--- config.mk ---
export PLATFORM = sky130hd
export DESIGN_NAME = frame_mapper
export DESIGN_NICKNAME = d
export VERILOG_FILES = /design/src/rtl/frame_mapper.sv
export SDC_FILE = /design/constraint.sdc
export NUM_CORES = 1
export LEC_CHECK = 0
export BUFFER_PORTS_ARGS = -buffer_cell sky130_fd_sc_hd__buf_2
export CAP_MARGIN = 0
export CORE_MARGIN = 3
export CORE_UTILIZATION = 52
export CTS_BUF_LIST = sky130_fd_sc_hd__clkbuf_4 sky130_fd_sc_hd__clkbuf_8
export DETAILED_ROUTE_END_ITERATION = 16
export GPL_TIMING_DRIVEN = 0
export PLACE_DENSITY_LB_ADDON = 0.1
export SLEW_MARGIN = 0
export SYNTH_ARGS = -nofsm -noshare
export SYNTH_HDL_FRONTEND = slang
export SYNTH_SLANG_ARGS = --single-unit
--- constraint.sdc ---
create_clock -name i_clk -period 5.1 [get_ports i_clk]
set_clock_uncertainty 0.1 [all_clocks]
set_input_delay 0.51 -clock i_clk [delete_from_list [all_inputs] [get_ports i_clk]]
set_output_delay 0.51 -clock i_clk [all_outputs]
set_load 0.05 [all_outputs]
--- src/rtl/frame_mapper.sv ---
// frame_mapper: transmit framer emitting NUM_ROWS x NUM_COLS frames of FAS0, FAS1, ARQ overhead, payload and CRC-8.
// Optional feature macro MAPPER_ERR_INJ_EN adds i_crc_err_inject to flip bit 0 of the transmitted CRC byte.
module frame_mapper #(
    parameter int         NUM_ROWS = 4,
    parameter int         NUM_COLS = 1024,
    parameter logic [7:0] FAS0     = 8'hF6,
    parameter logic [7:0] FAS1     = 8'h28
) (
    input  logic       i_clk,
    input  logic       i_rst_n,
    input  logic       i_enable,
    input  logic [7:0] i_pyld_data,
    input  logic       i_pyld_data_valid,
    output logic       o_pyld_data_ready,
    input  logic       i_arq_en,
    input  logic       i_arq_en_valid,
`ifdef MAPPER_ERR_INJ_EN
    input  logic       i_crc_err_inject,
`endif
    output logic [7:0] o_frame_data,
    output logic       o_frame_data_valid,
    output logic       o_frame_data_fas,
    input  logic       i_frame_data_ready,
    output logic [7:0] o_crc_val
);
    localparam int ROW_W = $clog2(NUM_ROWS);
    localparam int COL_W = $clog2(NUM_COLS);
    localparam logic [ROW_W-1:0] ROW_LAST = ROW_W'(NUM_ROWS - 1);
    localparam logic [COL_W-1:0] COL_LAST = COL_W'(NUM_COLS - 1);
    localparam logic [COL_W-1:0] COL_PEN  = COL_W'(NUM_COLS - 2);

    typedef enum logic [2:0] {S_IDLE, S_FAS, S_OH, S_PYLD, S_CRC} state_t;

    state_t           state_q, state_d;
    logic [ROW_W-1:0] row_q, row_d;
    logic [COL_W-1:0] col_q, col_d;
    logic [7:0]       crc_q, crc_d;
    logic             arq_q, arq_d;
    logic [7:0]       data_q, data_d;
    logic             valid_q, valid_d;
    logic             fas_q, fas_d;
    logic [7:0]       crcval_q, crcval_d;
    logic             advance;
    logic             load;
    logic [7:0]       crc_byte;

    // CRC-8, polynomial 0x07, MSB first
    function automatic logic [7:0] crc8_next(input logic [7:0] crc, input logic [7:0] data);
        logic [7:0] c;
        c = crc ^ data;
        for (int i = 0; i < 8; i++) begin
            c = c[7] ? ({c[6:0], 1'b0} ^ 8'h07) : {c[6:0], 1'b0};
        end
        return c;
    endfunction

    always_comb begin
        state_d           = state_q;
        row_d             = row_q;
        col_d             = col_q;
        crc_d             = crc_q;
        arq_d             = arq_q;
        data_d            = data_q;
        valid_d           = valid_q;
        fas_d             = fas_q;
        crcval_d          = crcval_q;
        load              = 1'b0;
        o_pyld_data_ready = 1'b0;
        advance           = !valid_q || i_frame_data_ready;
        crc_byte          = crc_q;
`ifdef MAPPER_ERR_INJ_EN
        if (i_crc_err_inject) begin
            crc_byte[0] = ~crc_q[0];
        end
`endif

        if (advance) begin
            fas_d = 1'b0;
            case (state_q)
                S_IDLE: load = 1'b0;
                S_FAS: begin
                    load = 1'b1;
                    if (col_q == '0) begin
                        data_d = FAS0;
                        fas_d  = 1'b1;
                    end else begin
                        data_d  = FAS1;
                        state_d = S_OH;
                    end
                end
                S_OH: begin
                    load    = 1'b1;
                    data_d  = {7'b0, arq_q};
                    arq_d   = 1'b0;
                    state_d = S_PYLD;
                end
                S_PYLD: begin
                    o_pyld_data_ready = 1'b1;
                    if (i_pyld_data_valid) begin
                        load   = 1'b1;
                        data_d = i_pyld_data;
                        crc_d  = crc8_next(crc_q, i_pyld_data);
                        if (row_q == ROW_LAST && col_q == COL_PEN) begin
                            state_d = S_CRC;
                        end
                    end
                end
                S_CRC: begin
                    load     = 1'b1;
                    data_d   = crc_byte;
                    crcval_d = crc_q;
                    crc_d    = 8'h00;
                    state_d  = i_enable ? S_FAS : S_IDLE;
                end
                default: state_d = S_IDLE;
            endcase
            valid_d = load;
        end

        if (state_q == S_IDLE && i_enable) begin
            state_d = S_FAS;
        end

        // A strobe landing on the OH load wins over the clear: it is meant for the next frame
        if (i_arq_en_valid) begin
            arq_d = i_arq_en;
        end

        if (load) begin
            if (col_q == COL_LAST) begin
                col_d = '0;
                row_d = (row_q == ROW_LAST) ? '0 : row_q + 1'b1;
            end else begin
                col_d = col_q + 1'b1;
            end
        end
    end

    always_ff @(posedge i_clk or negedge i_rst_n) begin
        if (!i_rst_n) begin
            state_q  <= S_IDLE;
            row_q    <= '0;
            col_q    <= '0;
            crc_q    <= 8'h00;
            arq_q    <= 1'b0;
            data_q   <= 8'h00;
            valid_q  <= 1'b0;
            fas_q    <= 1'b0;
            crcval_q <= 8'h00;
        end else begin
            state_q  <= state_d;
            row_q    <= row_d;
            col_q    <= col_d;
            crc_q    <= crc_d;
            arq_q    <= arq_d;
            data_q   <= data_d;
            valid_q  <= valid_d;
            fas_q    <= fas_d;
            crcval_q <= crcval_d;
        end
    end

    assign o_frame_data       = data_q;
    assign o_frame_data_valid = valid_q;
    assign o_frame_data_fas   = fas_q;
    assign o_crc_val          = crcval_q;

endmodule

==> run_results.csv, run 1 <==
group,metric,value,unit
worst_setup_path,cp-endpoint,"o_pyld_data_ready",
timing,fmax,0.4239,GHz
logic_synthesis,yosys-top-cells-count,"42 x dfrtp_1, 22 x nor2_1, 19 x nand2_1",
global_route,grt_max_degree,43,
route,top_layer,"met4",
global_route,antenna_found_initial,0,
route,drc_errors,0,
worst_setup_path,reg2reg_from,"state_q[1]",
timing,relSlewSlack,0.3914,
logic_synthesis,synth_cell_types,49,
min_path,hold_path.class,"input port to asynchronous set/reset pin",
logic_synthesis,synth_xor_area_frac,0.1066,
floorplan,rows,23,
worst_setup_path,critical_path.max_stage_delay,0.39,ns
logic_synthesis,synth_area,0.002301,mm²
global_route,overflow,0,
timing,setup_viol,0,
placement,place.gp.congestion,0.8525,
clock_network,clk_path_buf_depth,2,
logic_synthesis,seq_area_frac_synth,0.4568,
logic_synthesis,syn_inst,233,
worst_setup_path,cpMaxStageDelayCell,"nor2b_1",
logic_synthesis,synth_top_family_by_area,"simple AND/OR/NAND/NOR gates",
logic_synthesis,synth_top_area_share,0.4568,
route,via_count,1824,
global_route,grt_usage,0.1999,
timing,slew_viol_final,0,
logic_synthesis,yosys.area_share.simple,0.2007,
pwr,vdd_drop_max,0.0003643,V
logic_synthesis,synth_nets,252,
worst_setup_path,path_cells,"buf_2 -> nor2b_1 -> nand2_1 -> nor2_1 -> buf_2",
pwr,power_density,672.9,mW/mm²
worst_setup_path,rrSetupSlack,3.06,ns
clock_network,path_clk_slew,0.08,ns
finish,antenna_cells,0,
logic_synthesis,ys_ff_latch,42,
logic_synthesis,synth_compound_area_frac,0.1430,
global_route,grt_pass1_wl,8266,µm
worst_setup_path,critPathLaunchType,"flop",
logic_synthesis,async_flop_share,1.000,
worst_setup_path,startpoint,"state_q[1]",
route,postRouteAntennaNets,0,
worst_setup_path,worst_path_most_repeated_cell,"buf_2",
timing,period_share,0.4625,
logic_synthesis,synth_edf_count,0,
clock_network,hold_buffers,0,
clock_network,clockRootBuffer,"clkbuf_8",
timing,final_hold_viol_count,0,
finish,drive_above_1_share,0.2190,
clock_network,h-tree-depth,2,
floorplan,coreArea,0.004144,mm²
logic_synthesis,yosys-top-cells-area,"dfrtp_1 46%, xnor2_1 5.3%, mux2_2 3.9%",
route,viasPerCell,5.630,
clock_network,clk_latency,0.30,ns
clock_network,cts_buffers,5,
timing,timing.final.crit_period,2.359,ns
worst_setup_path,critPathRequiredTime,4.49,ns
route,drtIter0Drc,154,
finish,final_nets,292,
global_route,first_global_vias,1705,
logic_synthesis,ys.flop_type,"dfrtp_1",
clock_network,cts_sinks,42,
clock_network,cts_tree,"done",
worst_setup_path,worstPathMaxFanout,10,
worst_setup_path,reg2reg_depth,6,
floorplan,die_y,72.52,µm
route,met3WireLength,211,µm
worst_setup_path,end_kind,"output port",
route,wl_per_cell,14.94,µm
clock_network,postCtsSetupBuffers,0,
route,wl_met1,2356,µm
route,firstDrtPassIters,4,
clock_network,cts_resized,0,
finish,syn2layout_area_growth,15.88,%
worst_setup_path,path_class,"flop to output port",
logic_synthesis,synth_warnings,0,
floorplan,die_w,72.52,µm
logic_synthesis,synthMuxAreaShare,0.04350,
worst_setup_path,worstReg2RegEnd,"o_frame_data[6]",
logic_synthesis,yosysTopAreaCell,"dfrtp_1",
placement,dp.cells,316,
placement,port_buffers,33,
route,wl_met2,2240,µm
flow_run,maxCapViolations,0,
timing,setup_tns,0,ns
route,finalWirelength,4841,µm
floorplan,io_pins,34,
pwr,leakagePower,1.252,nW
timing,worst_pin_slew,0.9128,ns
logic_synthesis,synth_fa_ha_area_frac,0.02175,
floorplan,initial_utilization,0.5553,
logic_synthesis,synth_area_per_cell,9.875,µm²
logic_synthesis,synth_most_common_cell,"dfrtp_1",
timing,rsz0062_at_grt,"no",
status,status,"completed",
finish,fin_cells,324,
floorplan,dieArea,0.005259,mm²
placement,post-dp-hpwl,3492,µm
worst_setup_path,cp.arrival,1.75,ns
[layout make-up]
class                           count  area (µm²)
Fill cell                         364        1478
Tap cell                           50       62.56
Clock buffer                        5       68.82
Buffer                              8       41.29
Clock inverter                      3       68.82
Sequential cell                    42        1051
Inverter                            6       22.52
Timing Repair Buffer               33       165.2
Multi-Input combinational cell    177        1186
[worst max-delay path, delay by kind of cell (launching register included)]
| family | cells | cell delay (ns) |
|---|---|---|
| buffers and inverters | 2 | 0.47 |
| and+or+nand+nor | 3 | 0.63 |
| DFF | 1 | 0.36 |
[worst min path at each step]
stage | endpoint | slack (ns) | depth (start not counted)
2_1_floorplan | arq_q | 0.11 | 0
4_1_cts | o_frame_data[7] | 0.28 | 1
5_1_grt | col_q[1] | 0.31 | 1
3_3_place_gp | o_frame_data[5] | 0.36 | 2
3_5_place_dp | o_frame_data_fas | 0.36 | 2
6_report | o_frame_data_fas | 0.24 | 1
[stage by stage]
step | util | area [µm²] | total power, mW | setup slack (ns) | hold WS, ns
after floorplan | - | 2301 | 1.271 | 2.933 | 0.1144
after CTS | 0.6434 | 2666 | 1.804 | 2.744 | 0.2815
final | 0.6434 | 2666 | 1.794 | 2.741 | 0.2428
after detailed placement | 0.6102 | 2529 | 1.481 | 2.980 | 0.3648
after global placement | 0.6102 | 2529 | 1.468 | 3.015 | 0.3576
after global routing | 0.6434 | 2666 | 1.913 | 2.586 | 0.3098
[flip-flops by register name, indices dropped and copies added (netlist names)]
| name | flops |
|---|---|
| col_q | 10 |
| crc_byte | 8 |
| o_frame_data_fas | 1 |
| o_frame_data_valid | 1 |
| o_frame_data | 8 |
| o_crc_val | 8 |
| state_q | 3 |
| row_q | 2 |
| arq_q | 1 |
[cells by family after synthesis]
logic type,after synthesis
DFF,42
adders and majority gates,4
buffers and inverters,14
AOI/OAI and AO/OA,50
muxes,9
and+or+nand+nor,90
xor gates and xnor gates,24
[per-layer routing]
layer	GRT usage	up-vias
met3	0.05125	4
met1	0.2909	865
li1	-	913
met4	0.03484	0
met2	0.3056	42
met5	0	-
[power by group]
| group | internal, mW | switching (mW) | total [mW] |
|---|---|---|---|
| Clock | 0.196 | 0.120 | 0.317 |
| Combinational | 0.330 | 0.582 | 0.912 |
| Sequential | 0.452 | 0.113 | 0.565 |
[layout by cell type (no fill, tap or decap), types with 4 or more instances in the layout]
cell and count:
nand2b_1 4, nor2_1 22, nand4_1 4, ha_1 4, inv_1 6, nor3_1 8
clkbuf_8 5, xor2_1 7, nand2_1 19, a21oi_1 10, buf_2 36, o21ai_0 12
xnor2_1 14, nor2b_1 5, a22oi_1 5, mux2_2 8, dfrtp_1 42, nand3_1 8
Note: power is estimated with default switching activity, not from simulation.
==> run 2: changes to the inputs <==
clock period = 2.1 ns   (was 5.1 ns; I/O delays follow)
==> run_results.csv, run 2 (synthesized netlist as in run 1, its figures left out) <==
group,metric,value,unit
status,status,"completed",
worst_setup_path,critPathLaunchType,"flop",
finish,final_util,0.6498,
timing,slew_viol_final,0,
global_route,first_global_vias,1705,
floorplan,io_pins,34,
route,firstDrtPassIters,4,
timing,timing.hold.ws,0.09417,ns
pwr,power_frac_comb,0.509,
finish,regMostFlops,"col_q",
global_route,grt_pass1_wl,8266,µm
flow_run,maxCapViolations,0,
route,drtIter0Drc,188,
pwr,pwr-share-clk,0.176,
min_path,min-delay-start,"i_arq_en",
worst_setup_path,path_class,"flop to flop",
global_route,antenna_found_initial,0,
timing,fmax,0.5053,GHz
finish,antenna_cells,0,
finish,drive_above_1_share,0.2327,
placement,post-dp-hpwl,3492,µm
global_route,grt_max_degree,43,
timing,final_hold_viol_count,0,
timing,period_share,0.9424,
route,finalWirelength,4848,µm
timing,setup_viol,0,
finish,syn2layout_area_growth,17.02,%
floorplan,die_y,72.52,µm
clock_network,cts_sinks,42,
route,viasPerCell,5.634,
finish,layout_common_cells,"41 x dfrtp_1, 36 x buf_2, 21 x nor2_1, 19 x nand2_1, 14 x xnor2_1",
route,postRouteAntennaNets,0,
pwr,vdd_drop_max,0.0008883,V
finish,fillers,367,
worst_setup_path,startpoint,"col_q[1]",
pwr,sw_frac_of_total,0.4545,
placement,place.gp.congestion,0.8525,
finish,seqCellArea,0.001052,mm²
clock_network,postCtsSetupBuffers,0,
floorplan,die_w,72.52,µm
finish,largest_reg_flops,10,
global_route,grt_usage,0.1999,
worst_setup_path,end_kind,"flop",
pwr,seq_power_share,0.315,
clock_network,clk_path_buf_depth,2,
placement,port_buffers,33,
finish,final_nets,293,
pwr,p_switching,1.988,mW
floorplan,initial_utilization,0.5553,
timing,rsz0062_at_grt,"no",
global_route,overflow,0,
placement,post-place-ws,0.09406,ns
clock_network,path_clk_slew,0.09,ns
floorplan,rows,23,
finish,multi_input_area,0.001201,mm²
pwr,power_density,1624,mW/mm²
clock_network,h-tree-depth,2,
worst_setup_path,worstPathMaxFanout,8,
worst_setup_path,critPathRequiredTime,2.19,ns
clock_network,cts_tree,"done",
timing,timing.final.crit_period,1.979,ns
floorplan,dieArea,0.005259,mm²
worst_setup_path,cp.arrival,2.07,ns
route,wl_per_cell,14.92,µm
min_path,hold_path.class,"input port to flop",
clock_network,cts_buffers,5,
clock_network,clockRootBuffer,"clkbuf_8",
clock_network,clk_latency,0.30,ns
timing,setup_tns,0,ns
floorplan,coreArea,0.004144,mm²
timing,relSlewSlack,0.3919,
timing,setup_slack,0.1209,ns
finish,final_common_cell,"dfrtp_1",
pwr,leakagePower,1.256,nW
pwr,power.internal,2.386,mW
route,via_count,1831,
timing,worst_pin_slew,0.9122,ns
route,drc_errors,0,
worst_setup_path,reg2reg_from,"col_q[1]",
run 2: power by group through the flow:
stage	Combinational, mW	Sequential [mW]	Clock [mW]
final	2.23	1.38	0.771
after global routing	2.43	1.43	0.809
after CTS	2.22	1.37	0.785
after detailed placement	2.21	1.39	0
after global placement	2.18	1.38	0
after floorplan	1.27	1.82	0
run 2: layer usage:
layer	track usage	wire length, µm	vias up
li1	-	-	911
met1	0.2909	2308	880
met2	0.3056	2300	35
met3	0.05125	207	5
met4	0.03484	32	0
met5	0	0	-
run 2: path summary, 6_finish.rpt:
check	cells after the start	slack, ns	endpoint
setup / recovery	7	0.12	state_q[1]
hold / removal	3	0.09	arq_q
setup reg to reg	7	0.12	state_q[1]
hold reg to reg	2	0.37	o_frame_data_fas
max in group asynchronous	2	0.80	col_q[0]
min in group asynchronous	2	0.48	state_q[2]
run 2: layout make-up:
class / instances / area share
clock inverters: 3 / 0.02556
inverters: 6 / 0.008364
repair buffers: 34 / 0.06506
well taps: 50 / 0.02323
flip-flops and latches: 42 / 0.3908
plain buffers: 8 / 0.01533
multi-input cells: 177 / 0.4461
clock buffers: 5 / 0.02556
run 2: critical path: stages, from the launching register on:
cell and delay (ns):
dfrtp_1 0.48, inv_1 0.09, ha_1 0.18, nor3b_1 0.15, nand4_1 0.15, nand3_1 0.13, or3_1 0.40, a22o_1 0.18
run 2: repair_timing:
| item | CTS | global route |
|---|---|---|
| resized for setup | 0 | 5 |
| setup endpoints to repair | 0 | 12 |
| endpoints found under the hold margin | 42 | 0 |
| hold buffers | 1 | 0 |
run 2: per-stage QoR:
stage / area, µm² / power, mW / cells
2_1_floorplan: 2301 / 3.087 / 233
3_3_place_gp: 2529 / 3.565 / 316
3_5_place_dp: 2529 / 3.597 / 316
4_1_cts: 2676 / 4.383 / 325
5_1_grt: 2693 / 4.666 / 325
6_report: 2693 / 4.374 / 325
==> run 3: changes to the inputs <==
GPL_TIMING_DRIVEN = default   (was 0)
SLEW_MARGIN = default   (was 0)
==> run_results.csv, run 3 (synthesized netlist as in run 1, its figures left out) <==
group,metric,value,unit
finish,syn2layout_area_growth,17.40,%
finish,largest_reg_flops,10,
clock_network,path_clk_slew,0.08,ns
route,via_count,1843,
status,status,"completed",
placement,dp.cells,319,
route,drc_errors,0,
worst_setup_path,cp.arrival,2.00,ns
timing,final_hold_viol_count,0,
pwr,power_density,1598,mW/mm²
route,postRouteAntennaNets,0,
placement,port_buffers,33,
clock_network,clk_latency,0.29,ns
finish,layout_common_cells,"42 x dfrtp_1, 33 x buf_2, 22 x nor2_1, 19 x nand2_1, 14 x xnor2_1",
placement,post-dp-hpwl,3725,µm
worst_setup_path,end_kind,"flop",
min_path,hold_path.class,"input port to flop",
worst_setup_path,cpMaxStageDelayCell,"dfrtp_1",
placement,place.gp.congestion,0.8612,
floorplan,rows,23,
timing,slew_viol_final,0,
timing,rsz0062_at_grt,"no",
timing,timing.final.crit_period,1.926,ns
finish,final_common_cell,"dfrtp_1",
finish,regMostFlops,"col_q",
clock_network,cts_buffers,5,
finish,drive_above_1_share,0.2410,
clock_network,cts_sinks,42,
floorplan,initial_utilization,0.5553,
timing,worst_pin_slew,0.5701,ns
route,finalWirelength,5089,µm
finish,antenna_cells,0,
global_route,grt_usage,0.2057,
route,drtIter0Drc,148,
clock_network,clk_path_buf_depth,2,
worst_setup_path,path_class,"flop to flop",
floorplan,die_y,72.52,µm
worst_setup_path,critical_path.max_stage_delay,0.53,ns
floorplan,io_pins,34,
global_route,first_global_vias,1715,
clock_network,cts_tree,"done",
worst_setup_path,critPathRequiredTime,2.18,ns
worst_setup_path,path_cells,"and3b_1 -> and2_1 -> o21ai_2 -> o21bai_1 -> a22o_1",
flow_run,maxCapViolations,0,
global_route,grt_max_degree,43,
clock_network,h-tree-depth,2,
timing,setup_tns,0,ns
timing,relSlewSlack,0.6170,
pwr,leakagePower,1.276,nW
worst_setup_path,worstPathMaxFanout,12,
clock_network,postCtsSetupBuffers,0,
timing,period_share,0.9171,
route,viasPerCell,5.619,
global_route,grt_pass1_wl,8390,µm
pwr,vdd_drop_max,0.0009008,V
timing,setup_viol,0,
global_route,antenna_found_initial,0,
finish,fin_cells,328,
route,wl_per_cell,15.52,µm
finish,final_nets,296,
worst_setup_path,critPathLaunchType,"flop",
global_route,overflow,0,
route,firstDrtPassIters,4,
floorplan,die_w,72.52,µm
clock_network,clockRootBuffer,"clkbuf_8",
floorplan,dieArea,0.005259,mm²
floorplan,coreArea,0.004144,mm²
timing,fmax,0.5192,GHz
==> run 3: area by class of cell <==
type	instances	area [µm²]
Clock buffer	7	83.83
Clock inverter	1	30.03
Fill cell	364	1443
Inverter	6	22.52
Multi-Input combinational cell	177	1194
Sequential cell	42	1051
Tap cell	50	62.56
Timing Repair Buffer	45	257.7
==> run 3: critical path: cells and delay by family, from the launching register on <==
family / cells / cell delay (ns)
AND/OR/NAND/NOR: 2 / 0.62
AO/OA/AOI/OAI: 3 / 0.56
flip-flops: 1 / 0.53
==> run 3: worst paths after layout <==
path	to	cells after the start	from	slack (ns)
setup / recovery	crc_byte[2]	5	state_q[1]	0.17
hold reg to reg	o_frame_data_fas	2	o_frame_data_fas	0.38
hold / removal	arq_q	3	i_arq_en	0.09
min in group asynchronous	state_q[0]	3	i_rst_n	0.40
setup reg to reg	crc_byte[2]	5	state_q[1]	0.17
max in group asynchronous	crc_byte[3]	3	i_rst_n	1.11
==> run 3: per-layer routing <==
layer  GRT usage  part of all wire
met5           0                 0
met4     0.05738            0.0043
met3     0.03740             0.042
met2      0.3257              0.50
met1      0.2899              0.46
==> run 3: repair_timing <==
action | in CTS | in global routing
endpoints found under the setup margin | 1 | 1
endpoints found under the hold margin | 42 | 0
hold buffers | 1 | 0
gates resized for setup | 1 | 1
pin swaps | 0 | 0
==> run 3: through the flow <==
| stage | utilization | total power, mW | cell area, µm² | setup WS (ns) | hold slack (ns) |
|---|---|---|---|---|---|
| 2_1_floorplan | - | 3.087 | 2301 | 0.2277 | -0.1856 |
| 3_3_place_gp | 0.6202 | 3.630 | 2570 | 0.2550 | 0.2147 |
| 3_5_place_dp | 0.6202 | 3.660 | 2570 | 0.2169 | 0.2133 |
| 4_1_cts | 0.6507 | 4.336 | 2696 | 0.1391 | 0.08735 |
| 5_1_grt | 0.6519 | 4.613 | 2701 | 0.04106 | 0.1235 |
| 6_report | 0.6519 | 4.316 | 2701 | 0.1741 | 0.09379 |
==> run 3: where the power goes <==
part	switching, mW	internal (mW)	total (mW)
clock	0.274	0.382	0.656
sequential	0.280	1.10	1.38
combinational	1.43	0.858	2.28
